===== config.mk =====
export PLATFORM = sky130hd
export DESIGN_NAME = lfsr_gen
export DESIGN_NICKNAME = d
export VERILOG_FILES = /design/src/rtl/lfsr_pkg.sv /design/src/rtl/lfsr_next.sv /design/src/rtl/lfsr_gen.sv
export SDC_FILE = /design/constraint.sdc
export NUM_CORES = 1
export LEC_CHECK = 0
export BUFFER_PORTS_ARGS = -buffer_cell sky130_fd_sc_hd__buf_2
export CAP_MARGIN = 20
export CORE_MARGIN = 2
export CORE_UTILIZATION = 55
export DETAILED_ROUTE_END_ITERATION = 10
export PLACE_DENSITY = 0.8
export SLEW_MARGIN = 25
export SYNTH_ARGS = -nofsm -noshare
export SYNTH_HDL_FRONTEND = slang
export SYNTH_SLANG_ARGS = --single-unit

===== constraint.sdc =====
create_clock -name i_clk -period 2.5 [get_ports i_clk]
set_input_delay 0.625 -clock i_clk [delete_from_list [all_inputs] [get_ports i_clk]]
set_output_delay 0.625 -clock i_clk [all_outputs]
set_load 0.05 [all_outputs]

===== src/rtl/lfsr_pkg.sv =====
// rtl/lfsr_pkg.sv - shared LFSR defaults and FSM state encoding
package lfsr_pkg;

  localparam int          LFSR_DEF_WIDTH = 13;
  localparam logic [12:0] LFSR_DEF_TAPS  = 13'h100D;

  typedef enum logic [1:0] {
    ST_IDLE = 2'd0,
    ST_RUN  = 2'd1,
    ST_LOCK = 2'd2
  } lfsr_state_e;

endpackage


===== src/rtl/lfsr_next.sv =====
// rtl/lfsr_next.sv - combinational STEP-fold LFSR advance with shifted-out bits
module lfsr_next
  import lfsr_pkg::*;
#(
  parameter int               WIDTH = LFSR_DEF_WIDTH,
  parameter logic [WIDTH-1:0] TAPS  = WIDTH'(LFSR_DEF_TAPS),
  parameter int               STEP  = 1
) (
  input  logic [WIDTH-1:0] cur_state,
  output logic [WIDTH-1:0] next_state,
  output logic [STEP-1:0]  shift_bits
);

  // apply the single shift STEP times; bit k records what fell off bit 0 on shift k
  always_comb begin
    logic [WIDTH-1:0] s;
    s          = cur_state;
    shift_bits = '0;
    for (int k = 0; k < STEP; k++) begin
      shift_bits[k] = s[0];
      s             = {^(s & TAPS), s[WIDTH-1:1]};
    end
    next_state = s;
  end

endmodule


===== src/rtl/lfsr_gen.sv =====
// rtl/lfsr_gen.sv - parameterised Fibonacci LFSR with seed load, lockup and period detection
module lfsr_gen
  import lfsr_pkg::*;
#(
  parameter int               WIDTH    = LFSR_DEF_WIDTH,
  parameter logic [WIDTH-1:0] TAPS     = WIDTH'(LFSR_DEF_TAPS),
  parameter int               STEP     = 1,
  parameter logic [WIDTH-1:0] SEED_FIX = WIDTH'(1)
) (
  input  logic             i_clk,
  input  logic             i_rst,
  input  logic [WIDTH-1:0] i_seed,
  input  logic             i_load,
  input  logic             i_en,
  output logic [WIDTH-1:0] o_state,
  output logic [STEP-1:0]  o_bits,
  output logic             o_valid,
  output logic             o_seed_fixed,
  output logic             o_lockup,
  output logic             o_period,
  output logic [WIDTH-1:0] o_period_len
);

  localparam logic [WIDTH-1:0] ONE = WIDTH'(1);

  lfsr_state_e      fsm_q;
  logic [WIDTH-1:0] ref_q;
  logic [WIDTH-1:0] cnt_q;
  logic [WIDTH-1:0] cnt_inc;
  logic [WIDTH-1:0] load_val;
  logic [WIDTH-1:0] adv_state;
  logic [STEP-1:0]  adv_bits;

  lfsr_next #(
    .WIDTH (WIDTH),
    .TAPS  (TAPS),
    .STEP  (STEP)
  ) u_next (
    .cur_state  (o_state),
    .next_state (adv_state),
    .shift_bits (adv_bits)
  );

  // advance counter sticks at all-ones instead of wrapping
  assign cnt_inc  = (&cnt_q) ? cnt_q : cnt_q + ONE;
  // an all-zero seed would lock the register immediately, so swap in SEED_FIX
  assign load_val = (i_seed == '0) ? SEED_FIX : i_seed;

  // control FSM; load beats advance, every output is registered here
  always_ff @(posedge i_clk) begin
    if (!i_rst) begin
      fsm_q        <= ST_IDLE;
      o_state      <= '0;
      ref_q        <= '0;
      cnt_q        <= '0;
      o_bits       <= '0;
      o_valid      <= 1'b0;
      o_seed_fixed <= 1'b0;
      o_lockup     <= 1'b0;
      o_period     <= 1'b0;
      o_period_len <= '0;
    end else begin
      o_valid      <= 1'b0;
      o_seed_fixed <= 1'b0;
      o_period     <= 1'b0;
      if (i_load) begin
        fsm_q        <= ST_RUN;
        o_state      <= load_val;
        ref_q        <= load_val;
        cnt_q        <= '0;
        o_lockup     <= 1'b0;
        o_seed_fixed <= (i_seed == '0);
      end else begin
        case (fsm_q)
          ST_RUN: begin
            if (i_en) begin
              o_state <= adv_state;
              o_bits  <= adv_bits;
              o_valid <= 1'b1;
              if (adv_state == ref_q) begin
                o_period     <= 1'b1;
                o_period_len <= cnt_inc;
                cnt_q        <= '0;
              end else begin
                cnt_q <= cnt_inc;
              end
              if (adv_state == '0) begin
                fsm_q    <= ST_LOCK;
                o_lockup <= 1'b1;
              end
            end
          end
          default: ;
        endcase
      end
    end
  end

endmodule

# Word-level counts from Yosys, hierarchy flattened
# Cells that the tools add are included.
# W data, S select, Z words.
dict set report classes {
  eq_ne 2
  n_mux 12
  addsub 1
  bitwise 4
  reduce_logical 17
}
# operator count
set op_table {}
lappend op_table {{$mux W13} 6}
lappend op_table {{$logic_not A13 Y1} 2}
lappend op_table {{$add A13 B1 Y13 const B} 1}
lappend op_table {{$eq A13 B13 Y1} 1}
lappend op_table {{$reduce_and A13 Y1} 1}
lappend op_table {{$reduce_xor A13 Y1} 1}
lappend op_table {{$reduce_and A3 Y1} 3}
lappend op_table {{$mux W1} 6}
lappend op_table {{$reduce_and A2 Y1} 3}
lappend op_table {{$reduce_bool A2 Y1} 3}
lappend op_table {{$not A1 Y1} 4}
lappend op_table {{$reduce_and A4 Y1} 1}
lappend op_table {{$reduce_or A4 Y1} 1}
lappend op_table {{$reduce_or A3 Y1} 1}
lappend op_table {{$eq A2 B1 Y1 const B} 1}
lappend op_table {{$reduce_or A2 Y1} 1}
dict set report word_totals {
  out_inout_bits 31
  input_bits 17
  ff_bits 58
}

# Depth between registers and ports, before layout
# Gate-level depths: netlist of the first run.
dict set report logic_depth {
  depth_word 6
  ltp_mapped 7
  mapped_depth_nobuf 6
}

# By module
# Synthesis of the first run repeated with hierarchy kept, for this count alone.
dict set report unflattened {
  cells_unflattened 359
  hier_area_um2 3034.2
}
# module n_inst area_per_inst_um2 cells_each seq_area_each_um2
set modules_own_cells {}
lappend modules_own_cells {lfsr_gen 1 2910.3 343 1161.1}
lappend modules_own_cells {lfsr_next 1 123.9 16 0.0}

# Worst setup path after synthesis of the first run
# Ideal clock, no wire load.
dict set report synth_timing {
  kind {reg2reg}
  startpoint {register o_state[2]}
  endpoint {register o_period_len[2]}
  t_required_ns 2.430
  slack_ns 0.299
  path_stages_with_launch 6
  setup_time_ns 0.070
  arrival_time_ns 2.130
  synth_period_minus_slack_ns 2.201
  path_cell_list {dfxtp_1 -> xnor3_1 -> xnor2_1 -> nand4_1 -> or4_1 -> a21oi_1}
}
dict set report synth_via {
  elab_chain_cells 3
}
# item line
set synth_rtl {}
lappend synth_rtl {{start, declared} lfsr_gen.sv:15} ;# output logic [WIDTH-1:0] o_state,
lappend synth_rtl {{start signal, assigned} lfsr_gen.sv:68} ;# o_state <= load_val;
lappend synth_rtl {{start signal, assigned} lfsr_gen.sv:77} ;# o_state <= adv_state;
lappend synth_rtl {{$reduce_xor A13 Y1} lfsr_next.sv:21} ;# s = {^(s & TAPS), s[WIDTH-1:1]};
lappend synth_rtl {{$eq A13 B13 Y1 *} lfsr_gen.sv:80} ;# if (adv_state == ref_q) begin
lappend synth_rtl {{$reduce_and A4 Y1 (no line) *} -}
lappend synth_rtl {{end signal, assigned} lfsr_gen.sv:82} ;# o_period_len <= cnt_inc;
lappend synth_rtl {{end, declared} lfsr_gen.sv:21} ;# output logic [WIDTH-1:0] o_period_len
# Every way passes the cells marked *; elsewhere a longest branch is shown, timed or not.
# A chain may end at the register's enable or synchronous reset.

# Worst setup path in the final report of the first run
dict set report layout_timing {
  startpoint {register cnt_q[3]}
  endpoint {register o_period_len[1]}
}
dict set report layout_via {
  elab_chain_cells 2
}
# item line
set layout_rtl {}
lappend layout_rtl {{start, declared} lfsr_gen.sv:28} ;# logic [WIDTH-1:0] cnt_q;
lappend layout_rtl {{start signal, assigned} lfsr_gen.sv:85} ;# cnt_q <= cnt_inc;
lappend layout_rtl {{$reduce_and A13 Y1} lfsr_gen.sv:45} ;# assign cnt_inc = (&cnt_q) ? cnt_q : cnt_q + ONE;
lappend layout_rtl {{$mux W13} lfsr_gen.sv:45}
# Every way passes these cells.

==> results of run 1 <==
[what timing repair did]
action / CTS / global route
resized for setup: 0 / 1
endpoints found under the setup margin: 0 / 1
hold buffers: 0 / 0
[tightest hold or removal path, stage by stage, from the launching register on]
cell and delay (ns):
dfxtp_1 0.32, nand2_1 0.05, a21oi_1 0.05
[state kept, by name, indices dropped and copies added, names as in the netlist]
| register | flops |
|---|---|
| o_period | 1 |
| o_valid | 1 |
| cnt_q | 13 |
| o_bits | 1 |
| ref_q | 13 |
| o_period_len | 13 |
| fsm_q | 2 |
| o_seed_fixed | 1 |
| o_state | 13 |
[kinds of logic (layout without fill, tap and decap cells)]
logic type	count (synthesis)	after routing	share of synthesized area (%)
AOI/OAI and AO/OA	94	94	22.1
xor gates and xnor gates	22	22	7.55
adders and majority gates	1	1	0.458
buffers and inverters	27	81	4.30
DFF	58	58	42.5
muxes	3	3	1.10
and+or+nand+nor	122	122	22.0
[routing by layer]
layer	wire, µm	vias to the layer above	share of wire, %	global-route usage (%)
li1	-	1296	-	-
met1	3330	1266	46	41.4
met2	3080	138	43	37.0
met3	642	15	8.9	5.69
met4	119	0	1.7	10.7
met5	0	-	0	0
[cell type report]
| type | instances | area share [%] |
|---|---|---|
| well taps | 67 | 2.56 |
| inverters | 5 | 0.574 |
| multi-input cells | 242 | 44.5 |
| repair buffers | 60 | 10.2 |
| flip-flops and latches | 58 | 35.5 |
| clock buffers | 11 | 4.32 |
| clock inverters | 5 | 2.37 |
[how the worst max path moves through the flow]
| stage | from | end | cells past startpoint | slack, ns |
|---|---|---|---|---|
| 2_1_floorplan | o_state[2] | o_period_len[2] | 5 | 0.30 |
| 3_3_place_gp | o_state[2] | o_period_len[1] | 6 | 0.39 |
| 3_5_place_dp | o_state[2] | o_period_len[1] | 6 | 0.34 |
| 4_1_cts | o_state[2] | o_period_len[1] | 6 | 0.31 |
| 5_1_grt | cnt_q[3] | o_period_len[1] | 5 | 0.11 |
| 6_report | cnt_q[3] | o_period_len[1] | 5 | 0.29 |
[power by group]
group	leakage, nW	internal (mW)	switching (mW)	total (mW)
clock network	0.109	0.585	0.375	0.960
logic	0.761	0.0872	0.170	0.257
registers	0.473	0.953	0.0316	0.985
[synthesized netlist by cell type (4+ instances only)]
master,n
buf_2,4
nor3_1,9
dfxtp_1,58
nand2_1,32
o21ai_0,10
nand3_1,14
a211oi_1,8
clkbuf_1,13
xor2_1,16
xnor2_1,5
nor2_1,30
a22o_1,13
a21oi_1,41
inv_1,5
o31ai_1,4
nor4_1,10
nand4_1,9
[stage by stage]
| step | instances | area, µm² | hold slack, ns |
|---|---|---|---|
| final | 448 | 3270 | 0.469 |
| after global routing | 448 | 3270 | 0.490 |
| after CTS | 448 | 3270 | 0.471 |
| after detailed placement | 432 | 3050 | 0.463 |
| after global placement | 432 | 3050 | 0.450 |
| after floorplan | 327 | 2730 | 0.446 |
==> impl_metrics.env, run 1 <==
export IMPL_arrival_ns=2.41
export IMPL_cp_start_kind="flop"
export IMPL_drcViolationCount=0
export IMPL_die_x_um=74.5
export IMPL_core_area_mm2=0.00475
export IMPL_firstDrtPassIters=5
export IMPL_finalSetupViolations=0
export IMPL_cts_root_buf="clkbuf_8"
export IMPL_dr_total_vias=2715
export IMPL_track_usage_pct=27.1
export IMPL_period_share_pct=88.4
export IMPL_p_total_mw=2.20
export IMPL_fin_nets=394
export IMPL_antenna_found_initial=0
export IMPL_clk_latency_ns=0.34
export IMPL_cts_tree="built"
export IMPL_fmax_ghz=0.452
export IMPL_min_delay_path_class="reg2reg"
export IMPL_wire_per_inst_um=16.0
export IMPL_first_iter_violations=255
export IMPL_place_congestion=0.993
export IMPL_hold_violations=0
export IMPL_die_area_mm2=0.00555
export IMPL_wirelength_mm=7.18
export IMPL_rr_startpoint="cnt_q[3]"
export IMPL_synth_top_area_cell="dfxtp_1"
export IMPL_crit_path_max_incr_delay_ns=0.58
export IMPL_critPathTopFamily="simple AND/OR/NAND/NOR gates"
export IMPL_postSynthAreaPerCell_um2=8.36
export IMPL_clock_path_buffers=2
export IMPL_final_common_cell="dfxtp_1"
export IMPL_start_util_pct=57.5
export IMPL_cp_max_fo=9
export IMPL_ant_nets=0
export IMPL_worstPathCellList="nand4_1 > nor3_2 > a21boi_0 > a2111oi_1 > nor3_1"
export IMPL_fin_util_pct=68.8
export IMPL_synth_edf_count=0
export IMPL_fin_tns_setup_ns=0
export IMPL_reg2reg_slack_ns=0.29
export IMPL_placementRows=25
export IMPL_pre_cts_slack_ns=0.343
export IMPL_holdPathStages=2
export IMPL_diodes=0
export IMPL_grt_pass1_vias=2256
export IMPL_maxSlewViolCount=0
export IMPL_status="finished, final reports clean"
export IMPL_grt_ovfl_total=0
export IMPL_synthToLayoutAreaGrowth_pct=19.7
export IMPL_setup_slack_ns=0.289
export IMPL_p_leak_nw=1.34
export IMPL_drive_above_1_share_pct=20.7
export IMPL_multi_input_area_mm2=0.00146
export IMPL_fillers=412
export IMPL_syn_nets=345
export IMPL_dieHeight_um=74.5
export IMPL_min_period_ns=2.21
export IMPL_peakVddDrop_uv=374
export IMPL_synth_warnings=0
export IMPL_synthFlopType="dfxtp_1"
export IMPL_synth_top_area_share_pct=42.5
export IMPL_synth_cells=327
export IMPL_grt_pass1_wl_mm=11.3
export IMPL_path_clk_slew_ns=0.06
export IMPL_endpoint_kind="flop"
export IMPL_ys_seq_area_share_pct=42.5
export IMPL_clkSinkCount=58
export IMPL_tightestPinTransition_ns=0.705
export IMPL_critPathKind="reg2reg"
export IMPL_rsz0062_at_grt="false"
export IMPL_critPathBufInv=0
export IMPL_h_tree_depth=3
export IMPL_worstReg2RegEnd="o_period_len[1]"
export IMPL_max_cap_violations=0
export IMPL_synthTopCellsByArea="dfxtp_1, a21oi_1, xor2_1"
export IMPL_io_pins=48
export IMPL_crit_required_ns=2.70
export IMPL_cts_buffers=9
export IMPL_portBuffers=47
export IMPL_whs_endpoint="cnt_q[11]"
export IMPL_synth_distinct_cells=47
export IMPL_worst_hold_startpoint="cnt_q[11]"
export IMPL_dpl_hpwl_mm=4.95
export IMPL_async_flop_share_pct=0
export IMPL_viasPerCell=6.06
export IMPL_ys_seq_elements=58
export IMPL_r2r_cells=5
export IMPL_grt_max_degree=32
export IMPL_p_per_area_mw_per_mm2=673
export IMPL_syn_cell_area_mm2=0.00273
export IMPL_regArea_mm2=0.00116
export IMPL_finClkSkew_ns=0.00714
export IMPL_cts_setup_buffers=0
export IMPL_slew_headroom_pct=52.8
export IMPL_layout_common_cells="dfxtp_1, buf_2, a21oi_1, nand2_1, nor2_1"
export IMPL_critPathSlowestCell="a2111oi_1"
(Power assumes the default switching activity.)
==> inputs of run 2 (changes only) <==
Settings changed: CORE_UTILIZATION 55 to 30, PLACE_DENSITY 0.8 to 0.49, SKIP_LAST_GASP set to 1.
==> run 2 against run 1 <==
  * Clock-buffer cell count grew 1
  * Flip-flop and latch count is the same
  * Non-clock buffer count is the same
  * Combinational power is essentially flat
==> impl_metrics.env, run 2 (same netlist as run 1, synthesis figures left out) <==
export IMPL_die_x_um=99.5
export IMPL_placed_area_mm2=0.00310
export IMPL_h_tree_depth=3
export IMPL_maxSlewViolCount=0
export IMPL_layout_common_cells="dfxtp_1, buf_2, a21oi_1, nand2_1, nor2_1"
export IMPL_ant_nets=0
export IMPL_worstPathCellList="xor2_1 > nor4_1 > nand4_1 > buf_4 > a2111oi_0 > nor3_1"
export IMPL_fin_tns_setup_ns=0
export IMPL_critPathSlowestCell="nor4_1"
export IMPL_routed_wl_met2_mm=3.65
export IMPL_clkSinkCount=58
export IMPL_period_share_pct=86.1
export IMPL_max_cap_violations=0
export IMPL_rsz0062_at_grt="false"
export IMPL_multi_input_area_mm2=0.00146
export IMPL_arrival_ns=2.36
export IMPL_setup_slack_ns=0.347
export IMPL_critPathTopFamily="simple AND/OR/NAND/NOR gates"
export IMPL_holdPathStages=2
export IMPL_path_clk_slew_ns=0.07
export IMPL_fin_area_mm2=0.00329
export IMPL_crit_required_ns=2.71
export IMPL_grt_pass1_wl_mm=13.0
export IMPL_p_total_mw=2.09
export IMPL_drcViolationCount=0
export IMPL_min_period_ns=2.15
export IMPL_start_util_pct=31.2
export IMPL_placementRows=34
export IMPL_regArea_mm2=0.00116
export IMPL_min_delay_path_class="reg2reg"
export IMPL_clock_path_buffers=2
export IMPL_holdBufCountCts=0
export IMPL_diodes=0
export IMPL_die_area_mm2=0.00989
export IMPL_fmax_ghz=0.464
export IMPL_core_area_mm2=0.00876
export IMPL_place_congestion=0.845
export IMPL_peakVddDrop_uv=258
export IMPL_fin_nets=394
export IMPL_fillers=930
export IMPL_dieHeight_um=99.5
export IMPL_p_per_area_mw_per_mm2=635
export IMPL_placedCellCount=473
export IMPL_cp_max_fo=12
export IMPL_final_cells=488
export IMPL_cts_setup_buffers=0
export IMPL_cp_depth=6
export IMPL_critPathKind="reg2reg"
export IMPL_synthToLayoutAreaGrowth_pct=20.3
export IMPL_antenna_found_initial=0
export IMPL_p_leak_nw=1.33
export IMPL_grt_ovfl_total=0
export IMPL_dr_total_vias=2561
export IMPL_critPathBufInv=1
export IMPL_slew_headroom_pct=34.8
export IMPL_hold_violations=0
export IMPL_wl_met3_um=377
export IMPL_dpl_hpwl_mm=5.56
export IMPL_cts_buffers=9
export IMPL_cp_start_kind="flop"
export IMPL_met1_length_mm=3.77
export IMPL_endpoint_kind="flop"
export IMPL_finalSetupViolations=0
export IMPL_viasPerCell=5.25
export IMPL_firstDrtPassIters=4
export IMPL_grt_max_degree=32
export IMPL_first_iter_violations=105
export IMPL_grt_pass1_vias=2544
export IMPL_finClkSkew_ns=0.00564
export IMPL_cts_resized=0
export IMPL_clk_latency_ns=0.34
export IMPL_status="finished, final reports clean"
export IMPL_track_usage_pct=16.6
export IMPL_r2r_cells=6
export IMPL_final_common_cell="dfxtp_1"
export IMPL_crit_path_max_incr_delay_ns=0.48
export IMPL_portBuffers=47
export IMPL_wirelength_mm=7.86
export IMPL_wire_per_inst_um=16.1
export IMPL_cts_tree="built"
export IMPL_io_pins=48
export IMPL_pre_cts_slack_ns=0.353
export IMPL_cts_root_buf="clkbuf_8"
export IMPL_drive_above_1_share_pct=20.3
export IMPL_tightestPinTransition_ns=0.974
export IMPL_topRoutingLayerUsed="met4"
## run 2: worst reg2reg max path: cells and delay by family (launching register included)
family	cells	cell delay [ns]
DFF	1	0.46
AOI/OAI and AO/OA	1	0.36
and+or+nand+nor	3	0.83
xor gates and xnor gates	1	0.12
buffers and inverters	1	0.27
## run 2: cell type report
cell class	count	area share, %
Timing Repair Buffer	60	10.1
Clock inverter	3	1.22
Clock buffer	12	4.41
Multi-Input combinational cell	242	44.3
Tap cell	108	4.11
Sequential cell	58	35.3
Inverter	5	0.571
## run 2: path summary, 6_finish.rpt
check,from,end,slack (ns)
setup / recovery,o_state[3],o_period_len[1],0.35
hold / removal,o_bits,o_bits,0.45
setup reg to reg,o_state[3],o_period_len[1],0.35
hold reg to reg,o_bits,o_bits,0.45
## run 2: metal layers
layer	vias to the layer above	GRT usage (%)
met5	-	0
met4	0	5.06
met3	6	4.50
met2	64	27.4
met1	1199	21.1
li1	1292	-
## run 2: power breakdown
part | internal (mW) | leakage (nW) | total, mW | switching [mW]
sequential | 0.953 | 0.473 | 0.986 | 0.0321
clock | 0.479 | 0.0962 | 0.845 | 0.365
combinational | 0.0865 | 0.761 | 0.258 | 0.172
total | 1.52 | 1.33 | 2.09 | 0.569
## run 2: per-stage QoR
step	utilization [%]	hold WS [ns]
final	37.5	0.455
after global routing	37.5	0.483
after CTS	37.5	0.457
after detailed placement	35.4	0.448
after global placement	35.4	0.444
after floorplan	-	0.446
